===== config.mk =====
export PLATFORM = sky130hd
export DESIGN_NAME = alu_op_sequencer_flat
export DESIGN_NICKNAME = d
export VERILOG_FILES = /design/src/rtl/alu_op_sequencer_if.sv /design/src/rtl/alu_op_sequencer.sv /design/src/flat_wrapper.sv
export SDC_FILE = /design/constraint.sdc
export NUM_CORES = 1
export LEC_CHECK = 0
export ABC_AREA = 1
export CAP_MARGIN = 20
export CORE_MARGIN = 10
export CORE_UTILIZATION = 51
export CTS_CLUSTER_DIAMETER = 150
export DETAILED_ROUTE_END_ITERATION = 12
export GPL_ROUTABILITY_DRIVEN = 0
export HOLD_SLACK_MARGIN = 0.15
export PLACE_DENSITY_LB_ADDON = 0.1
export SLEW_MARGIN = 5
export SYNTH_ARGS = -nofsm -noshare
export SYNTH_HDL_FRONTEND = slang
export SYNTH_SLANG_ARGS = --single-unit

===== constraint.sdc =====
create_clock -name clk -period 1.3 [get_ports clk]
set_input_delay 0.325 -clock clk [delete_from_list [all_inputs] [get_ports clk]]
set_output_delay 0.325 -clock clk [all_outputs]
set_load 0.01 [all_outputs]

===== src/rtl/alu_op_sequencer_if.sv =====
// Bundle between the ALU issue sequencer and its surroundings: instruction,
// external register load, ALU drive/return and result handshake.
interface alu_op_sequencer_if #(
    parameter int DATA_W = 4,
    parameter int RA_W   = 2
);
    logic              ins_valid;
    logic              ins_ready;
    logic [1:0]        ins_op;
    logic [RA_W-1:0]   ins_rd;
    logic [RA_W-1:0]   ins_rs;
    logic [RA_W-1:0]   ins_rt;

    logic              wr_en;
    logic [RA_W-1:0]   wr_addr;
    logic [DATA_W-1:0] wr_data;

    logic [1:0]        alu_sel;
    logic [DATA_W-1:0] alu_a;
    logic [DATA_W-1:0] alu_b;
    logic [DATA_W-1:0] alu_c;
    logic              alu_carry;

    logic              res_valid;
    logic              res_ready;
    logic [DATA_W-1:0] res_data;
    logic              res_carry;
    logic [RA_W-1:0]   res_rd;

    // Sequencer side.
    modport slave (
        input  ins_valid, ins_op, ins_rd, ins_rs, ins_rt,
        input  wr_en, wr_addr, wr_data,
        input  alu_c, alu_carry, res_ready,
        output ins_ready, alu_sel, alu_a, alu_b,
        output res_valid, res_data, res_carry, res_rd
    );

    // Instruction source / result consumer / ALU side.
    modport master (
        output ins_valid, ins_op, ins_rd, ins_rs, ins_rt,
        output wr_en, wr_addr, wr_data,
        output alu_c, alu_carry, res_ready,
        input  ins_ready, alu_sel, alu_a, alu_b,
        input  res_valid, res_data, res_carry, res_rd
    );
endinterface


===== src/rtl/alu_op_sequencer.sv =====
// Issue stage for a combinational ALU: reads operands from a local register file,
// holds ALU inputs for one EXEC cycle, writes back and offers the result (stalls in RESP).
module alu_op_sequencer #(
    parameter int DATA_W = 4,
    parameter int RA_W   = 2
) (
    input  logic                clk,
    input  logic                rst_n,
    alu_op_sequencer_if.slave   bus
);
    localparam int NREG = 1 << RA_W;

    typedef enum logic [1:0] {IDLE, EXEC, RESP} state_t;

    state_t            state_q, state_d;
    logic [DATA_W-1:0] rf_q [NREG];
    logic              ins_ready_q;
    logic [1:0]        alu_sel_q;
    logic [DATA_W-1:0] alu_a_q;
    logic [DATA_W-1:0] alu_b_q;
    logic [RA_W-1:0]   rd_q;
    logic              res_valid_q;
    logic [DATA_W-1:0] res_data_q;
    logic              res_carry_q;
    logic [RA_W-1:0]   res_rd_q;

    always_comb begin
        state_d = state_q;
        case (state_q)
            IDLE:    if (bus.ins_valid) state_d = EXEC;
            EXEC:    state_d = RESP;
            RESP:    if (bus.res_ready) state_d = IDLE;
            default: state_d = IDLE;
        endcase
    end

    always_ff @(posedge clk or negedge rst_n) begin
        if (!rst_n) begin
            state_q     <= IDLE;
            ins_ready_q <= 1'b1;
            alu_sel_q   <= '0;
            alu_a_q     <= '0;
            alu_b_q     <= '0;
            rd_q        <= '0;
            res_valid_q <= 1'b0;
            res_data_q  <= '0;
            res_carry_q <= 1'b0;
            res_rd_q    <= '0;
            for (int i = 0; i < NREG; i++) rf_q[i] <= '0;
        end else begin
            state_q     <= state_d;
            ins_ready_q <= (state_d == IDLE);

            if (bus.wr_en) rf_q[bus.wr_addr] <= bus.wr_data;

            case (state_q)
                IDLE: begin
                    // Operands come from the file as it stood before this edge.
                    if (bus.ins_valid) begin
                        alu_sel_q <= bus.ins_op;
                        alu_a_q   <= rf_q[bus.ins_rs];
                        alu_b_q   <= rf_q[bus.ins_rt];
                        rd_q      <= bus.ins_rd;
                    end
                end
                EXEC: begin
                    // Placed after the external write so the ALU writeback wins.
                    rf_q[rd_q]  <= bus.alu_c;
                    res_data_q  <= bus.alu_c;
                    res_carry_q <= bus.alu_carry;
                    res_rd_q    <= rd_q;
                    res_valid_q <= 1'b1;
                end
                RESP: begin
                    if (bus.res_ready) res_valid_q <= 1'b0;
                end
                default: ;
            endcase
        end
    end

    assign bus.ins_ready = ins_ready_q;
    assign bus.alu_sel   = alu_sel_q;
    assign bus.alu_a     = alu_a_q;
    assign bus.alu_b     = alu_b_q;
    assign bus.res_valid = res_valid_q;
    assign bus.res_data  = res_data_q;
    assign bus.res_carry = res_carry_q;
    assign bus.res_rd    = res_rd_q;
endmodule

===== src/flat_wrapper.sv =====
// flat-port wrapper written by rule: the top's interface ports become plain ports
module alu_op_sequencer_flat 
#(
    parameter int DATA_W = 4,
    parameter int RA_W   = 2
)
  (clk, rst_n, bus_ins_valid, bus_ins_op, bus_ins_rd, bus_ins_rs, bus_ins_rt, bus_wr_en, bus_wr_addr, bus_wr_data, bus_alu_c, bus_alu_carry, bus_res_ready, bus_ins_ready, bus_alu_sel, bus_alu_a, bus_alu_b, bus_res_valid, bus_res_data, bus_res_carry, bus_res_rd);
  alu_op_sequencer_if #(.DATA_W(DATA_W), .RA_W(RA_W)) bus_i ();
  input  logic clk;
  input  logic rst_n;
  input wire logic [$bits(bus_i.ins_valid)-1:0] bus_ins_valid;
  input wire logic [$bits(bus_i.ins_op)-1:0] bus_ins_op;
  input wire logic [$bits(bus_i.ins_rd)-1:0] bus_ins_rd;
  input wire logic [$bits(bus_i.ins_rs)-1:0] bus_ins_rs;
  input wire logic [$bits(bus_i.ins_rt)-1:0] bus_ins_rt;
  input wire logic [$bits(bus_i.wr_en)-1:0] bus_wr_en;
  input wire logic [$bits(bus_i.wr_addr)-1:0] bus_wr_addr;
  input wire logic [$bits(bus_i.wr_data)-1:0] bus_wr_data;
  input wire logic [$bits(bus_i.alu_c)-1:0] bus_alu_c;
  input wire logic [$bits(bus_i.alu_carry)-1:0] bus_alu_carry;
  input wire logic [$bits(bus_i.res_ready)-1:0] bus_res_ready;
  output wire logic [$bits(bus_i.ins_ready)-1:0] bus_ins_ready;
  output wire logic [$bits(bus_i.alu_sel)-1:0] bus_alu_sel;
  output wire logic [$bits(bus_i.alu_a)-1:0] bus_alu_a;
  output wire logic [$bits(bus_i.alu_b)-1:0] bus_alu_b;
  output wire logic [$bits(bus_i.res_valid)-1:0] bus_res_valid;
  output wire logic [$bits(bus_i.res_data)-1:0] bus_res_data;
  output wire logic [$bits(bus_i.res_carry)-1:0] bus_res_carry;
  output wire logic [$bits(bus_i.res_rd)-1:0] bus_res_rd;
  assign bus_i.ins_valid = bus_ins_valid;
  assign bus_i.ins_op = bus_ins_op;
  assign bus_i.ins_rd = bus_ins_rd;
  assign bus_i.ins_rs = bus_ins_rs;
  assign bus_i.ins_rt = bus_ins_rt;
  assign bus_i.wr_en = bus_wr_en;
  assign bus_i.wr_addr = bus_wr_addr;
  assign bus_i.wr_data = bus_wr_data;
  assign bus_i.alu_c = bus_alu_c;
  assign bus_i.alu_carry = bus_alu_carry;
  assign bus_i.res_ready = bus_res_ready;
  assign bus_ins_ready = bus_i.ins_ready;
  assign bus_alu_sel = bus_i.alu_sel;
  assign bus_alu_a = bus_i.alu_a;
  assign bus_alu_b = bus_i.alu_b;
  assign bus_res_valid = bus_i.res_valid;
  assign bus_res_data = bus_i.res_data;
  assign bus_res_carry = bus_i.res_carry;
  assign bus_res_rd = bus_i.res_rd;
  alu_op_sequencer #(.DATA_W(DATA_W), .RA_W(RA_W)) u_core (.clk(clk), .rst_n(rst_n), .bus(bus_i));
endmodule

== After elaboration in Yosys (flattened, before gate mapping) ==
Cells that the tools add are included.

* Register bits after elaboration: 39
* Latch bits: 0
* Bits in writable memories: 0
* Memory bits (read-only): 0
* Input port bits: 24
* Output and inout port bits: 19
* Word-level logic and storage cells: 53
* Memories kept: 0

* Add/subtract/negate cells: 0
* Multipliers: 0
* Div/mod/pow operators: 0
* $lt $le $gt $ge: 6
* Eq/ne operators: 3
* Shifts and indexed selects: 0
* Mux-type cells: 19
* Bitwise operators: 4
* Reductions and logical operators: 7

{| class="wikitable"
|+ Operator list
! operator !! count
|-
| bitwise mux 16 bit || 2
|-
| two-way mux 16 bit || 2
|-
| two-way mux 4 bit || 6
|-
| binary-select mux 4 bit (select 2 bit) || 2
|-
| demux 4 bit (select 2 bit) || 2
|-
| >= comparator 3 bit (second input constant) || 4
|-
| NOT 2 -> 3 bit || 4
|-
| less-than comparator 3 x 1 -> 1 bit (second input constant) || 2
|-
| case mux 2 bit (3 select lines) || 1
|-
| zero test 2 bit || 2
|-
| two-way mux 2 bit || 2
|-
| AND reduction 2 bit || 2
|-
| equality test 2 x 1 -> 1 bit (second input constant) || 1
|-
| equality test 2 bit (second input constant) || 1
|-
| logical AND 1 bit || 2
|-
| != test 2 bit (second input constant) || 1
|-
| case mux 1 bit (2 select lines) || 1
|-
| nonzero test 2 bit || 1
|-
| two-way mux 1 bit || 1
|}

== Longest topological paths before layout ==
* Depth after elaboration: 9
* Mapped depth: 7
* Depth with buffers taken out: 6

== Worst setup path after synthesis ==
OpenSTA, ideal clock, no wires.

* Path kind: register to register
* Start point: register u_core.state_q[1]
* End point: register u_core.rf_q[3] (netlist bit)
* Library setup time: 130 ps
* Arrival: 903 ps
* Required time: 1,170 ps
* Path slack: 266 ps
* Cell stages (with the launch flop): 5
* Path buffers: 0
* Period minus slack after synthesis: 1,034 ps
* Path through: dfrtp_1 > inv_2 > nand4_1 > nand3_1 > o21ai_0

* Cells in the longest elaborated chain, start to end: 2

{| class="wikitable"
|+ Ends and longest elaborated chain
! what !! RTL line !! RTL
|-
| start, declared || alu_op_sequencer.sv:15 || <nowiki>state_t state_q, state_d;</nowiki>
|-
| start signal, assigned || alu_op_sequencer.sv:51 || <nowiki>state_q <= state_d;</nowiki>
|-
| equality test 2 x 1 -> 1 bit || alu_op_sequencer.sv:56 || <nowiki>case (state_q)</nowiki>
|-
| two-way mux 16 bit || alu_op_sequencer.sv:56 ||
|-
| end signal, assigned by index || alu_op_sequencer.sv:54 || <nowiki>if (bus.wr_en) rf_q[bus.wr_addr] <= bus.wr_data;</nowiki>
|-
| end signal, assigned by index || alu_op_sequencer.sv:68 || <nowiki>rf_q[rd_q] <= bus.alu_c;</nowiki>
|-
| end, declared || alu_op_sequencer.sv:16 || <nowiki>logic [DATA_W-1:0] rf_q [NREG];</nowiki>
|}

No other way between the ends.
A chain may end at the register's enable or synchronous reset.

== Worst setup path after layout ==
* Start point: register u_core.alu_sel_q[0] (netlist: u_core.bus.alu_sel[0])
* End point: output bus_alu_sel[0]

{| class="wikitable"
|+ RTL lines
! what !! RTL line !! RTL
|-
| start, declared || alu_op_sequencer.sv:18 || <nowiki>logic [1:0] alu_sel_q;</nowiki>
|-
| start signal, assigned || alu_op_sequencer.sv:60 || <nowiki>alu_sel_q <= bus.ins_op;</nowiki>
|-
| end, declared || flat_wrapper.sv:23 || <nowiki>output wire logic [$bits(bus_i.alu_sel)-1:0] bus_alu_sel;</nowiki>
|}

No word-level cell between the ends.

==> impl_metrics.py <==
metrics = {
    "outcome": {
        "outcome": "finished clean",
    },
    "critical_path": {
        "crit_fanout": 2,
        "timing.critical_path.buf_inv": 1,
        "cpLargestDelayFamily": "flip-flops",
        "crit_type": "reg -> out",
        "arrival_ns": 0.95,
        "cp.required_ns": 0.98,
        "start_kind": "register",
        "critPathMaxStageDelay_ns": 0.38,
        "crit_path_end_kind": "output port",
        "crit_chain": "dlygate4sd2_1",
        "worst_path_max_delay_cell": "dfrtp_1",
    },
    "detailed_routing": {
        "drt_pass1_iterations": 4,
        "wl_mm": 5.40,
        "num_vias": 2028,
        "drt_iter0_markers": 122,
        "ant_nets": 0,
        "vias_per_cell": 5.11,
        "wire_per_inst_um": 13.6,
        "drc": 0,
    },
    "global_routing": {
        "grt_max_degree": 17,
        "grt_overflow": 0,
        "grt_pass1_wl_mm": 9.13,
        "first_global_vias": 1910,
        "antenna_found_initial": 0,
        "grt_usage_pct": 15.6,
    },
    "clocking": {
        "cts_root_buf": "clkbuf_8",
        "cts_setup_buffers": 0,
        "cts_tree": "built",
        "cts_buffers": 5,
        "cts.path.max_buffers": 2,
        "clk_latency_ns": 0.29,
        "h-tree-depth": 2,
        "clock-sinks": 39,
        "clk_pin_slew_ns": 0.08,
    },
    "floorplan": {
        "coreArea_sq_mm": 0.00394,
        "initial_core_util_pct": 52.1,
        "io_pins": 43,
        "die_x_um": 83.5,
        "die_h_um": 83.5,
        "core.rowCount": 23,
        "die_area_sq_mm": 0.00697,
    },
    "logic_synthesis": {
        "syn_nets": 312,
        "ys_ff_latch": 39,
        "syn_area_sq_mm": 0.00206,
        "synthDistinctLibCells": 17,
        "ys_warn_count": 0,
        "ys_seq_area_share_pct": 47.5,
        "synth_area_per_cell_sq_um": 7.14,
        "netlist_instances": 288,
    },
    "placed_design": {
        "portBuffers": 42,
        "place_area_sq_mm": 0.00262,
        "dp_hpwl_mm": 4.23,
    },
    "worst_hold_path": {
        "hp-class": "in -> async",
    },
    "final_layout": {
        "post-route-cell-area_sq_mm": 0.00276,
        "area_growth_syn_to_layout_pct": 34.4,
        "drive_gt1_share_pct": 10.7,
        "fill_cells": 334,
        "diodes": 0,
        "fin_nets": 370,
        "final_util_pct": 70.1,
    },
    "timing": {
        "worst_slew_pin_slew_ns": 0.347,
        "hold_violations": 0,
        "setup_viol": 0,
        "slew-limit-headroom_pct": 76.9,
        "max_freq_ghz": 0.787,
        "timing.hold.ws_ns": 0.469,
        "fin_crit_sh_pct": 97.8,
        "finalSetupTns_ns": 0,
        "rsz0062_at_grt": "false",
        "fin_crit_ns": 1.27,
        "skew_ns": 0.00641,
        "drv_slew": 0,
    },
    "flow_run": {
        "cap_violations": 0,
    },
    "pwr": {
        "pwr_density_cell_mw_per_mm2": 2050,
        "ir_drop_mv": 1.66,
        "p_leak_uw": 0.00148,
    },
}
-- registers in the layout, summed over array words and instances (netlist names) --
signal	flops
u_core.bus.alu_a	4
u_core.bus.alu_sel	2
u_core.rf_q	16
u_core.bus.ins_ready	1
u_core.bus.res_rd	2
u_core.bus.res_data	4
u_core.bus.res_valid	1
u_core.bus.res_carry	1
u_core.bus.alu_b	4
u_core.state_q	2
u_core.rd_q	2
-- cell families after synthesis --
family          Yosys count  share of synthesized area (%)
simple gates            185                           38.9
flops                    39                           47.5
buf+inv                  47                           9.43
compound gates           17                           4.14
-- what timing repair did --
action                                  4_1_cts  5_1_grt
hold buffers                                  1        0
gates cloned                                  0        0
endpoints found under the setup margin       19       16
pin swaps                                     0        0
resized for setup                            24       15
hold endpoints to repair                     10        0
-- Yosys cell counts --
cell type,n,area [sq um]
nand3_1,34,170
dfstp_2,1,26.3
nand3_2,1,10.0
clkinv_1,1,3.75
buf_2,8,40.0
a21oi_1,2,10.0
nand4_1,15,93.8
nor3_2,1,10.0
inv_2,4,15.0
nand2_1,125,469
nor2_1,6,22.5
buf_6,1,11.3
nand2_2,2,12.5
o21ai_0,15,75.1
dfrtp_1,38,951
nor2_4,1,11.3
inv_1,33,124
-- metal layers --
layer	routed length, um	part of all wire (%)	GRT usage [%]
met1	2380	44	20.4
met3	411	7.6	4.59
met5	0	0	0
met2	2500	46	23.5
met4	102	1.9	6.09
-- cells in the final DEF, fill, tap and decap left out, drive strengths merged --
master         count
dlygate4sd2        3
nor3               1
dfstp              1
buf               19
clkbuf             6
inv               37
nor2               7
o21ai             15
clkinv             1
dfrtp             38
clkdlybuf4s15     15
bufinv             2
clkdlybuf4s50     21
nand3             35
nand2            127
nand4             15
dlymetal6s2s       1
a21oi              2
dlygate4sd3        1
-- final cells by class --
type | instances | area, sq um | share of cell area, %
clock buffers | 6 | 72.6 | 2.63
clock inverters | 2 | 60.1 | 2.17
inverters | 38 | 143 | 5.16
multi-input cells | 202 | 890 | 32.2
flip-flops and latches | 39 | 977 | 35.4
well taps | 50 | 62.6 | 2.26
repair buffers | 60 | 559 | 20.2
-- power by group --
group / switching (uW) / internal, uW
Combinational: 1420 / 979
Sequential: 276 / 1810
Clock: 415 / 767
-- path summary, 6_finish.rpt --
path,from,end,slack [ns],cells past startpoint
min,rst_n,u_core.bus.alu_b[0]$_DFFE_PN0P_,0.47,2
min in group clk,u_core.bus.alu_b[1]$_DFFE_PN0P_,u_core.bus.alu_b[1]$_DFFE_PN0P_,0.48,2
max reg2reg,u_core.state_q[1]$_DFF_PN0_,u_core.rf_q[12]$_DFF_PN0_,0.12,6
max,u_core.bus.alu_sel[0]$_DFFE_PN0P_,bus_alu_sel[0],0.03,1
max in group asynchronous,rst_n,u_core.bus.res_data[3]$_DFFE_PN0N_,0.34,3
min reg2reg,u_core.bus.alu_b[1]$_DFFE_PN0P_,u_core.bus.alu_b[1]$_DFFE_PN0P_,0.48,2
-- stage by stage --
stage	total power [uW]	setup slack, ns	std cells
2_1_floorplan	3540	0.266	288
3_3_place_gp	4620	-0.176	388
3_5_place_dp	4660	-0.222	388
4_1_cts	5660	0.00442	397
5_1_grt	6150	0.00116	397
6_report	5670	0.0287	397
Power figures use the tool's default switching activity.
